### src/rtl/y86_pkg.sv
// Shared Y86-64 fetch definitions: opcodes, default address width and PC-select FSM states.
package y86_pkg;

  localparam int ADDR_W_DEF = 64;

  localparam logic [3:0] I_JXX  = 4'h7;
  localparam logic [3:0] I_CALL = 4'h8;
  localparam logic [3:0] I_RET  = 4'h9;

  typedef enum logic [0:0] {
    RUN      = 1'b0,
    RET_WAIT = 1'b1
  } pc_state_t;

  // jXX (predicted taken) and call both continue at their valC.
  function automatic logic takes_valc(input logic [3:0] icode);
    return (icode == I_JXX) || (icode == I_CALL);
  endfunction

endpackage

### src/rtl/pc_select_unit_if.sv
// Fetch/M/W bundle feeding the PC-select unit, plus the PC it hands back to fetch.
interface pc_select_unit_if #(
  parameter int ADDR_W = y86_pkg::ADDR_W_DEF
);

  logic              f_valid;
  logic              f_stall;
  logic [3:0]        f_icode;
  logic [ADDR_W-1:0] f_valC;
  logic [ADDR_W-1:0] f_valP;
  logic [3:0]        m_icode;
  logic              m_cnd;
  logic [ADDR_W-1:0] m_valA;
  logic [3:0]        w_icode;
  logic [ADDR_W-1:0] w_valM;
  logic [ADDR_W-1:0] f_pc;
  logic [ADDR_W-1:0] pred_pc;
  logic              ret_wait;
  logic              redirect;

  modport master (
    output f_valid, f_stall, f_icode, f_valC, f_valP,
    output m_icode, m_cnd, m_valA, w_icode, w_valM,
    input  f_pc, pred_pc, ret_wait, redirect
  );

  modport slave (
    input  f_valid, f_stall, f_icode, f_valC, f_valP,
    input  m_icode, m_cnd, m_valA, w_icode, w_valM,
    output f_pc, pred_pc, ret_wait, redirect
  );

endinterface

### src/rtl/pc_select_unit_ras_stack.sv
// Circular return-address LIFO; a push into a full stack overwrites the oldest entry.
// Only built when RET_STACK_EN is defined.
`ifdef RET_STACK_EN
module ras_stack #(
  parameter int ADDR_W = 64,
  parameter int DEPTH  = 8
) (
  input  logic              clk,
  input  logic              rst,
  input  logic              push,
  input  logic              pop,
  input  logic [ADDR_W-1:0] push_data,
  output logic [ADDR_W-1:0] top,
  output logic              empty
);

  localparam int PTR_W = (DEPTH > 1) ? $clog2(DEPTH) : 1;
  localparam int CNT_W = $clog2(DEPTH + 1);

  logic [ADDR_W-1:0] mem_r [DEPTH];
  logic [PTR_W-1:0]  sp_r;
  logic [CNT_W-1:0]  cnt_r;

  function automatic logic [PTR_W-1:0] ptr_inc(input logic [PTR_W-1:0] p);
    return (p == PTR_W'(DEPTH - 1)) ? '0 : p + 1'b1;
  endfunction

  function automatic logic [PTR_W-1:0] ptr_dec(input logic [PTR_W-1:0] p);
    return (p == '0) ? PTR_W'(DEPTH - 1) : p - 1'b1;
  endfunction

  assign top   = mem_r[ptr_dec(sp_r)];
  assign empty = (cnt_r == '0);

  // sp_r is the next free slot; the count saturates so wrap-around silently drops the oldest.
  always_ff @(posedge clk or posedge rst) begin
    if (rst) begin
      sp_r  <= '0;
      cnt_r <= '0;
      for (int i = 0; i < DEPTH; i++) begin
        mem_r[i] <= '0;
      end
    end else if (push) begin
      mem_r[sp_r] <= push_data;
      sp_r        <= ptr_inc(sp_r);
      if (cnt_r != CNT_W'(DEPTH)) begin
        cnt_r <= cnt_r + 1'b1;
      end
    end else if (pop && !empty) begin
      sp_r  <= ptr_dec(sp_r);
      cnt_r <= cnt_r - 1'b1;
    end
  end

endmodule
`endif

### src/rtl/pc_select_unit.sv
// Fetch PC selection with registered prediction; M mispredicts and W rets correct it late.
// Optional RET_STACK_EN adds a return-address stack with a W-stage check queue.
module pc_select_unit
  import y86_pkg::*;
#(
  parameter int              ADDR_W    = ADDR_W_DEF,
  parameter logic [ADDR_W-1:0] RESET_PC = '0,
  parameter int              RAS_DEPTH = 8
) (
  input  logic              clk,
  input  logic              rst,
  pc_select_unit_if.slave   bus
);

  logic              mispredict_s;
  logic              w_ret_s;
  logic              w_redirect_s;
  logic              redirect_s;
  logic              accept_s;
  logic              fetch_ret_s;
  logic [ADDR_W-1:0] npc_s;
  logic [ADDR_W-1:0] f_pc_s;
  logic [ADDR_W-1:0] pred_pc_r;
  logic [ADDR_W-1:0] pred_pc_nxt_s;
  pc_state_t         state_r;
  pc_state_t         state_nxt_s;

  assign mispredict_s = (bus.m_icode == I_JXX) && !bus.m_cnd;
  assign w_ret_s      = (bus.w_icode == I_RET);
  assign redirect_s   = !rst && (mispredict_s || w_redirect_s);
  assign npc_s        = takes_valc(bus.f_icode) ? bus.f_valC : bus.f_valP;

  // While waiting on a ret only a correction may consume the fetch slot.
  assign accept_s    = (!bus.f_stall || redirect_s) && ((state_r == RUN) || redirect_s);
  assign fetch_ret_s = accept_s && bus.f_valid && (bus.f_icode == I_RET);

`ifdef RET_STACK_EN
  localparam int QPTR_W = (RAS_DEPTH > 1) ? $clog2(RAS_DEPTH) : 1;
  localparam int QCNT_W = $clog2(RAS_DEPTH + 1);

  logic [ADDR_W-1:0] ras_top_s;
  logic              ras_empty_s;
  logic              ras_push_s;
  logic              ras_pop_s;
  logic [ADDR_W-1:0] q_mem_r [RAS_DEPTH];
  logic [QPTR_W-1:0] q_rd_r;
  logic [QPTR_W-1:0] q_wr_r;
  logic [QCNT_W-1:0] q_cnt_r;
  logic              q_empty_s;
  logic              q_full_s;
  logic              q_deq_s;
  logic              q_enq_ok_s;
  logic              q_clear_s;

  function automatic logic [QPTR_W-1:0] q_next(input logic [QPTR_W-1:0] p);
    return (p == QPTR_W'(RAS_DEPTH - 1)) ? '0 : p + 1'b1;
  endfunction

  assign ras_push_s = accept_s && bus.f_valid && (bus.f_icode == I_CALL);
  assign ras_pop_s  = fetch_ret_s && !ras_empty_s;

  ras_stack #(
    .ADDR_W (ADDR_W),
    .DEPTH  (RAS_DEPTH)
  ) u_ras_stack (
    .clk       (clk),
    .rst       (rst),
    .push      (ras_push_s),
    .pop       (ras_pop_s),
    .push_data (bus.f_valP),
    .top       (ras_top_s),
    .empty     (ras_empty_s)
  );

  // An empty queue means the ret in W is the one fetch stalled on, so it must redirect.
  assign q_empty_s    = (q_cnt_r == '0);
  assign q_full_s     = (q_cnt_r == QCNT_W'(RAS_DEPTH));
  assign w_redirect_s = w_ret_s && (q_empty_s || (q_mem_r[q_rd_r] != bus.w_valM));
  assign q_deq_s      = w_ret_s && !q_empty_s;
  assign q_enq_ok_s   = ras_pop_s && (!q_full_s || q_deq_s);
  assign q_clear_s    = mispredict_s || w_redirect_s;

  // Check queue of predicted return addresses awaiting confirmation in W.
  always_ff @(posedge clk or posedge rst) begin
    if (rst) begin
      q_rd_r  <= '0;
      q_wr_r  <= '0;
      q_cnt_r <= '0;
      for (int i = 0; i < RAS_DEPTH; i++) begin
        q_mem_r[i] <= '0;
      end
    end else if (q_clear_s) begin
      q_rd_r <= '0;
      if (q_enq_ok_s) begin
        q_mem_r[0] <= ras_top_s;
        q_wr_r     <= q_next('0);
        q_cnt_r    <= QCNT_W'(1);
      end else begin
        q_wr_r  <= '0;
        q_cnt_r <= '0;
      end
    end else begin
      if (q_enq_ok_s) begin
        q_mem_r[q_wr_r] <= ras_top_s;
        q_wr_r          <= q_next(q_wr_r);
      end
      if (q_deq_s) begin
        q_rd_r <= q_next(q_rd_r);
      end
      case ({q_enq_ok_s, q_deq_s})
        2'b10:   q_cnt_r <= q_cnt_r + 1'b1;
        2'b01:   q_cnt_r <= q_cnt_r - 1'b1;
        default: q_cnt_r <= q_cnt_r;
      endcase
    end
  end
`else
  assign w_redirect_s = w_ret_s;
`endif

  // Correction priority: M mispredict beats W ret beats the registered prediction.
  always_comb begin
    f_pc_s = pred_pc_r;
    if (rst) begin
      f_pc_s = RESET_PC;
    end else if (mispredict_s) begin
      f_pc_s = bus.m_valA;
    end else if (w_redirect_s) begin
      f_pc_s = bus.w_valM;
    end else begin
      f_pc_s = pred_pc_r;
    end
  end

  // Next-state and next-prediction logic.
  always_comb begin
    state_nxt_s   = state_r;
    pred_pc_nxt_s = pred_pc_r;
    if (!accept_s) begin
      state_nxt_s   = state_r;
      pred_pc_nxt_s = pred_pc_r;
    end else if (fetch_ret_s) begin
`ifdef RET_STACK_EN
      if (!ras_empty_s) begin
        state_nxt_s   = RUN;
        pred_pc_nxt_s = ras_top_s;
      end else begin
        state_nxt_s   = RET_WAIT;
        pred_pc_nxt_s = pred_pc_r;
      end
`else
      state_nxt_s   = RET_WAIT;
      pred_pc_nxt_s = pred_pc_r;
`endif
    end else begin
      state_nxt_s   = RUN;
      pred_pc_nxt_s = bus.f_valid ? npc_s : f_pc_s;
    end
  end

  // Prediction register and FSM state.
  always_ff @(posedge clk or posedge rst) begin
    if (rst) begin
      state_r   <= RUN;
      pred_pc_r <= RESET_PC;
    end else begin
      state_r   <= state_nxt_s;
      pred_pc_r <= pred_pc_nxt_s;
    end
  end

  assign bus.f_pc     = f_pc_s;
  assign bus.pred_pc  = pred_pc_r;
  assign bus.ret_wait = (state_r == RET_WAIT);
  assign bus.redirect = redirect_s;

endmodule
### src/flat_wrapper.sv
// flat-port wrapper written by rule: the top's interface ports become plain ports
module pc_select_unit_flat import y86_pkg::*;
#(
  parameter int              ADDR_W    = ADDR_W_DEF,
  parameter logic [ADDR_W-1:0] RESET_PC = '0,
  parameter int              RAS_DEPTH = 8
)
  (clk, rst, bus_f_valid, bus_f_stall, bus_f_icode, bus_f_valC, bus_f_valP, bus_m_icode, bus_m_cnd, bus_m_valA, bus_w_icode, bus_w_valM, bus_f_pc, bus_pred_pc, bus_ret_wait, bus_redirect);
  pc_select_unit_if #(.ADDR_W(ADDR_W)) bus_i ();
  input  logic clk;
  input  logic rst;
  input wire logic [$bits(bus_i.f_valid)-1:0] bus_f_valid;
  input wire logic [$bits(bus_i.f_stall)-1:0] bus_f_stall;
  input wire logic [$bits(bus_i.f_icode)-1:0] bus_f_icode;
  input wire logic [$bits(bus_i.f_valC)-1:0] bus_f_valC;
  input wire logic [$bits(bus_i.f_valP)-1:0] bus_f_valP;
  input wire logic [$bits(bus_i.m_icode)-1:0] bus_m_icode;
  input wire logic [$bits(bus_i.m_cnd)-1:0] bus_m_cnd;
  input wire logic [$bits(bus_i.m_valA)-1:0] bus_m_valA;
  input wire logic [$bits(bus_i.w_icode)-1:0] bus_w_icode;
  input wire logic [$bits(bus_i.w_valM)-1:0] bus_w_valM;
  output wire logic [$bits(bus_i.f_pc)-1:0] bus_f_pc;
  output wire logic [$bits(bus_i.pred_pc)-1:0] bus_pred_pc;
  output wire logic [$bits(bus_i.ret_wait)-1:0] bus_ret_wait;
  output wire logic [$bits(bus_i.redirect)-1:0] bus_redirect;
  assign bus_i.f_valid = bus_f_valid;
  assign bus_i.f_stall = bus_f_stall;
  assign bus_i.f_icode = bus_f_icode;
  assign bus_i.f_valC = bus_f_valC;
  assign bus_i.f_valP = bus_f_valP;
  assign bus_i.m_icode = bus_m_icode;
  assign bus_i.m_cnd = bus_m_cnd;
  assign bus_i.m_valA = bus_m_valA;
  assign bus_i.w_icode = bus_w_icode;
  assign bus_i.w_valM = bus_w_valM;
  assign bus_f_pc = bus_i.f_pc;
  assign bus_pred_pc = bus_i.pred_pc;
  assign bus_ret_wait = bus_i.ret_wait;
  assign bus_redirect = bus_i.redirect;
  pc_select_unit #(.ADDR_W(ADDR_W), .RESET_PC(RESET_PC), .RAS_DEPTH(RAS_DEPTH)) u_core (.clk(clk), .rst(rst), .bus(bus_i));
endmodule
### config.mk
export PLATFORM = sky130hd
export DESIGN_NAME = pc_select_unit_flat
export DESIGN_NICKNAME = d
export VERILOG_FILES = /design/src/rtl/y86_pkg.sv /design/src/rtl/pc_select_unit_if.sv /design/src/rtl/pc_select_unit_ras_stack.sv /design/src/rtl/pc_select_unit.sv /design/src/flat_wrapper.sv
export SDC_FILE = /design/constraint.sdc
export NUM_CORES = 1
export LEC_CHECK = 0
export BUFFER_PORTS_ARGS = -buffer_cell sky130_fd_sc_hd__buf_2
export CAP_MARGIN = 20
export CORE_AREA = 2 2 156 158
export DETAILED_ROUTE_END_ITERATION = 6
export DIE_AREA = 0 0 158 160
export REMOVE_ABC_BUFFERS = 1
export SYNTH_ARGS = -nofsm -noshare
export SYNTH_HDL_FRONTEND = slang
export SYNTH_SLANG_ARGS = --single-unit
### constraint.sdc
create_clock -name clk -period 9.8 [get_ports clk]
set_clock_uncertainty 0.15 [all_clocks]
set_input_delay 0.49 -clock clk [delete_from_list [all_inputs] [get_ports clk]]
set_output_delay 0.49 -clock clk [all_outputs]
set_load 0.01 [all_outputs]
==> run metrics, run 1 <==
mux contribution to synthesized area 11.92%; most numerous cell in the Yosys netlist nand2_1; core area 0.02382 mm^2; placed insts 1,535; number of max-cap violations 0; full die area 0.02528 mm^2; Cell Count, Final, Fillers Out 1,556; pin count of the biggest net entering global routing 88; Cell Pwr Density 163.6 mW/mm^2; Final Util 40.18%; Hold Crit Class in2reg; critical path required time 9.16 ns; Cell variety after synth 38; via-per-instance ratio 5.651; final instance area 0.009572 mm^2; unrepaired setup endpoints after global routing false; number of fill cells 2,579; post-layout min period 3.153 ns; total wire length 30,250 um; TritonCTS Sinks 65; measured slew at the worst slew-check pin 1.031 ns; Avg WL per Cell 19.44 um; IO buf count 402; top-area cell type share of the netlist area 22.65%; Total GRT Usage 22.89%; final RePlAce weighted congestion 0.9390; IO Pins 403; Synth area leader dfrtp_1; Max stage delay on crit path 0.70 ns; Synth Area in Simple Gates 12.95%; Cell Rows 57; initial drt markers 681; synthesized cell area 0.007181 mm^2; synthesized area per cell 7.934 um^2; Setup TNS 0 ns; CTS Buffer Depth 2; Crit path arrival time 2.51 ns; final setup vio count 0; register area share after synthesis 22.65%; Clock transition at path regs 0.05 ns; Post-synth ARST share 100.0%; CTS Buf Count 9; largest family of logic cells by synthesized area compound AO/OA/AOI/OAI gates; first-pass GRT wire length 45,930 um; postcts setup bufs 0; Fmax achieved 317.2 MHz; initial antenna violation count 5; final HPWL from detailed placement 20,840 um; WL met1 12,510 um; post-synthesis adder-cell area fraction 0%; via count 8,793; total gr overflow 0; CTS resizes 0; share of cells above drive strength 1 47.03%; Gate Count Post-Synth 905; Post-DP Area 0.009295 mm^2; fraction of synthesized cell area in xor and xnor cells 0%; drt drc 0; Peak VDD IR 0.00007283 V; die width 158 um; Die Span Y 160 um; Setup CP Type in2out; post-route ant nets 0; CP Max Fanout 60; P_leak 4.651 nW; worst path cell trace buf_2, buf_4, inv_4, buf_4, o211a_1, buf_2; final hold violation count 0; Critical Path End Type output pin; max-slew violation count 0; CTS tree built; most frequent cells after synthesis nand2_1 (129), clkbuf_1 (72), a21oi_1 (65), dfrtp_1 (65); Pre-antenna DRT Iters 5; Max transition margin 31.24%; top layer in use met4; Post-CTS Hold Buffers 0; Final period util 32.17%; number of flops mapped to enable cells by yosys 0; initial core utilization 30.14%; Worst Setup Start Kind primary input; worst skew pair latency 0.32 ns; met3 routed WL 1977 um; Synthesis Warnings 0; vias in the first global route 8,444; top cells by area, synth dfrtp_1 (23%), nand2_1 (6.7%), mux2_4 (6.3%); H-tree levels 3; Syn-to-layout area delta 33.30%; Primary FF master, synth dfrtp_1; CP max-delay cell buf_4; met2 WL 14,960 um; status finished, final reports clean; number of nets in the layout 1,495; #FFs+latches synth 65; Synth Area in Compound Gates 41.99%; root buffer cell clkbuf_16
==> worst max-delay path: cells and delay by family <==
kind	cells	cell delay, ns
compound gates	1	0.30
buf+inv	5	1.65
==> cell families (layout without fill, tap and decap cells) <==
logic type / Yosys count / after routing
compound gates: 387 / 387
simple gates: 208 / 208
buf+inv: 179 / 501
mux: 66 / 66
flops: 65 / 65
other cells: 0 / 5
==> worst paths after layout <==
path / end / cells past startpoint / start / slack (ns)
worst min-delay path: u_core.bus.ret_wait / 3 / bus_f_stall / 0.34
worst max-delay path: bus_f_pc[24] / 6 / rst / 6.65
max in group asynchronous: u_core.bus.ret_wait / 4 / rst / 7.94
worst min register to register: u_core.bus.ret_wait / 2 / u_core.bus.ret_wait / 0.42
min in group asynchronous: u_core.bus.pred_pc[47] / 3 / rst / 0.41
worst max register to register: u_core.bus.pred_pc[23] / 5 / u_core.bus.ret_wait / 7.35
==> state kept, by name (all words and copies together) (netlist names) <==
name,cells
u_core.bus.pred_pc,64
u_core.bus.ret_wait,1
==> per-stage QoR <==
stage,hold slack (ns),power (mW),worst slack [ns]
2_1_floorplan,0.4112,0.9075,3.529
3_3_place_gp,0.3924,1.267,6.504
3_5_place_dp,0.4111,1.280,6.420
4_1_cts,0.3198,1.582,6.601
5_1_grt,0.3545,1.678,6.448
6_report,0.3436,1.566,6.647
==> per-layer routing <==
metal / GRT usage [%] / up-vias
li1: - / 4154
met1: 29.00 / 4236
met2: 39.11 / 349
met3: 3.528 / 54
met4: 8.313 / 0
met5: 0 / -
==> final cells by class <==
type	count	area (um^2)	area share, %
antenna	5	12.51	0.1307
sequential	65	1627	16.99
tap	324	405.4	4.235
clock inverter	6	35.03	0.3660
inverter	65	246.5	2.575
multi-input combinational	661	4867	50.85
timing repair buffer	420	2150	22.46
clock buffer	10	229.0	2.392
==> power by group <==
part | switching [mW] | internal (mW) | leakage, nW | total, mW
registers | 0.106 | 0.378 | 0.738 | 0.483
logic | 0.429 | 0.363 | 3.78 | 0.792
clock network | 0.121 | 0.169 | 0.128 | 0.291
total | 0.656 | 0.910 | 4.65 | 1.57
==> cells in the final DEF, fill, tap and decap left out, types with 2 or more instances in the layout <==
cell / instances
a21oi_1: 65
a221oi_1: 31
a311oi_1: 31
a31o_2: 31
a31oi_1: 64
buf_2: 401
buf_4: 19
clkbuf_16: 9
clkinv_2: 4
clkinvlp_4: 2
dfrtp_1: 65
diode_2: 5
inv_1: 63
mux2_2: 36
mux2_4: 30
nand2_1: 128
nand3b_1: 2
nor2_1: 32
nor2_4: 2
o211a_1: 33
o211ai_1: 34
o221a_2: 31
o221ai_1: 31
o31ai_1: 31
or3_1: 33
Power figures use the tool's default switching activity.
==> run 2, diff against run 1 <==
ABC_AREA = 1   (was default)
clock period = 3.2 ns   (was 9.8 ns; I/O delays follow)
==> run 2 against run 1 <==
Die area unchanged. Critical path depth up 1. Sequential share of layout area down 0.066 points. Flip-flop and latch count unchanged. Worst hold slack worse by 0.28 ns. Synthesized area down 0.66%. Non-clock buffer count up 2. Final area up 0.39%. Clock power rose to 3.2 times the previous value. Combinational power up 87%. Total power up 130%. Register-to-register slack worse by 6.1 ns. Largest cell class unchanged.
==> run metrics, run 2 <==
number of flops mapped to enable cells by yosys 0 (unchanged); Avg WL per Cell 16.05 um (-17%); vias in the first global route 8,951 (+6.0%); Pre-antenna DRT Iters 6 (+1); Post-DP Area 0.009316 mm^2 (+0.23%); most numerous cell in the Yosys netlist nand2_1; postcts setup bufs 0 (unchanged); Post-synth ARST share 100.0% (unchanged); Die Span Y 160 um (unchanged); via-per-instance ratio 5.066 (-10%); DP Worst Slack 1.025 ns (-5.396 ns); share of cells above drive strength 1 27.72% (-19 points); commonest cells after routing, fill and taps aside nand2_1 (456), buf_2 (402), nand3_1 (320); synthesized area per cell 5.555 um^2 (-30%); Gate Count Post-Synth 1,284 (+42%); Cell Pwr Density 367.3 mW/mm^2 (+120%); initial drt markers 962 (+41%); Critical Path End Type output pin; Peak VDD IR 0.0001631 V (+120%); Crit path arrival time 1.85 ns (-0.66 ns); Primary FF master, synth dfrtp_1; most frequent cells after synthesis nand2_1 (460), nand3_1 (320), inv_1 (197); drt drc 0 (unchanged); synthesized cell area 0.007133 mm^2 (-0.66%); max-slew violation count 0 (unchanged); initial core utilization 29.95% (-0.20 points); final HPWL from detailed placement 20,950 um (+0.54%); final hold violation count 0 (unchanged); WHS 0.06245 ns (-0.2811 ns); Total GRT Usage 23.63% (+0.74 points); Final period util 67.61%; P_leak 6.076 nW (+31%); Max transition margin 34.06% (+2.8 points); Cell Rows 57 (unchanged); Hold Crit Class in2reg; number of nets in the layout 1,888 (+26%); total wire length 31,250 um (+3.3%); Setup CP Type in2out; Final Util 40.34% (+0.16 points); Synthesis Warnings 0 (unchanged); initial antenna violation count 3 (-2); Fmax achieved 462.2 MHz; measured slew at the worst slew-check pin 0.9853 ns (-0.04617 ns); status finished, final reports clean; number of fill cells 2,702 (+4.8%); post-layout min period 2.164 ns; CTS Buf Count 9 (unchanged); Synth area leader nand2_1; IO Pins 403 (unchanged); worst skew pair latency 0.32 ns (about the same); die width 158 um (unchanged); number of max-cap violations 0 (unchanged); #FFs+latches synth 65 (unchanged); final RePlAce weighted congestion 0.8646 (-7.9%); IO buf count 402 (unchanged); final setup vio count 0 (unchanged); unrepaired setup endpoints after global routing false; final instance area 0.009609 mm^2 (+0.39%); top-area cell type share of the netlist area 24.21% (+1.6 points); first-pass GRT wire length 47,310 um (+3.0%); post-route ant nets 0 (unchanged); via count 9,864 (+12%); H-tree levels 3 (unchanged); CP Max Fanout 69 (+15%); top cells by area, synth nand2_1 (24%), dfrtp_1 (23%), nand3_1 (22%); commonest non-fill, non-tap cell in the layout nand2_1; Largest register FFs 64 (unchanged); CTS Buffer Depth 2 (unchanged); total gr overflow 0 (unchanged); pin count of the biggest net entering global routing 129 (+47%); TritonCTS Sinks 65 (unchanged); Syn-to-layout area delta 34.71%; Clock transition at path regs 0.06 ns (about the same); register area share after synthesis 22.80% (+0.15 points); critical path required time 2.89 ns (-6.27 ns); full die area 0.02528 mm^2 (unchanged); Cell variety after synth 16 (-58%); core area 0.02382 mm^2 (unchanged); setup ws final 1.036 ns (-5.611 ns); Worst Setup Start Kind primary input; root buffer cell clkbuf_16; CTS tree built
[run 2: layer usage]
metal | GRT usage [%] | share of wire (%) | vias up
met5 | 0 | 0 | -
met4 | 10.36 | 3.4 | 0
met3 | 3.826 | 8.7 | 92
met2 | 39.66 | 48 | 561
met1 | 29.70 | 40 | 4443
li1 | - | - | 4768
[run 2: area by class of cell]
type / instances / area, um^2 / share of cell area [%]
Antenna cell: 3 / 7.507 / 0.07812
Clock buffer: 13 / 260.3 / 2.708
Clock inverter: 3 / 15.01 / 0.1562
Inverter: 198 / 745.7 / 7.760
Multi-Input combinational cell: 919 / 4322 / 44.97
Sequential cell: 65 / 1627 / 16.93
Tap cell: 324 / 405.4 / 4.219
Timing Repair Buffer: 422 / 2227 / 23.18
[run 2: kinds of logic after synthesis]
logic type / count (synthesis) / share of synthesized area, %
buf+inv: 300 / 17.24
simple gates: 853 / 53.99
flops: 65 / 22.80
compound gates: 66 / 5.964
[run 2: report_power, final]
part / switching (mW) / internal (mW) / total, mW
registers: 0.153 / 0.974 / 1.13
clock network: 0.361 / 0.563 / 0.925
logic: 0.888 / 0.589 / 1.48
total: 1.40 / 2.13 / 3.53
[run 2: path summary, 6_finish.rpt]
| path | from | to | slack (ns) | cells after the start |
|---|---|---|---|---|
| worst max register to register | u_core.bus.ret_wait | u_core.bus.pred_pc[23] | 1.25 | 5 |
| worst min-delay path | bus_f_valC[57] | u_core.bus.pred_pc[57] | 0.06 | 7 |
| worst min register to register | u_core.bus.pred_pc[50] | u_core.bus.pred_pc[50] | 0.35 | 2 |
| worst max-delay path | rst | bus_f_pc[27] | 1.04 | 7 |
| min in group asynchronous | rst | u_core.bus.pred_pc[29] | 0.34 | 4 |
| max in group asynchronous | rst | u_core.bus.pred_pc[50] | 2.23 | 4 |
[run 2: repair_timing]
| item | 4_1_cts | 5_1_grt |
|---|---|---|
| hold buffers | 1 | 0 |
| hold endpoints to repair | 65 | 0 |
| gates resized for setup | 0 | 0 |
[run 2: critical path: stages]
cell           delay (ns)
dlygate4sd3_1        0.53
buf_2                0.14
inv_4                0.08
buf_12               0.32
nand2_1              0.13
a31oi_1              0.26
buf_2                0.19
[run 2: per-stage QoR]
stage                     std cells  power, mW  TNS, ns
after floorplan                1182      1.915  -390.17
after CTS                      1944      3.569        0
after global placement         1927      2.591        0
after detailed placement       1927      2.610        0
final                          1947      3.529        0
after global routing           1947      3.790        0
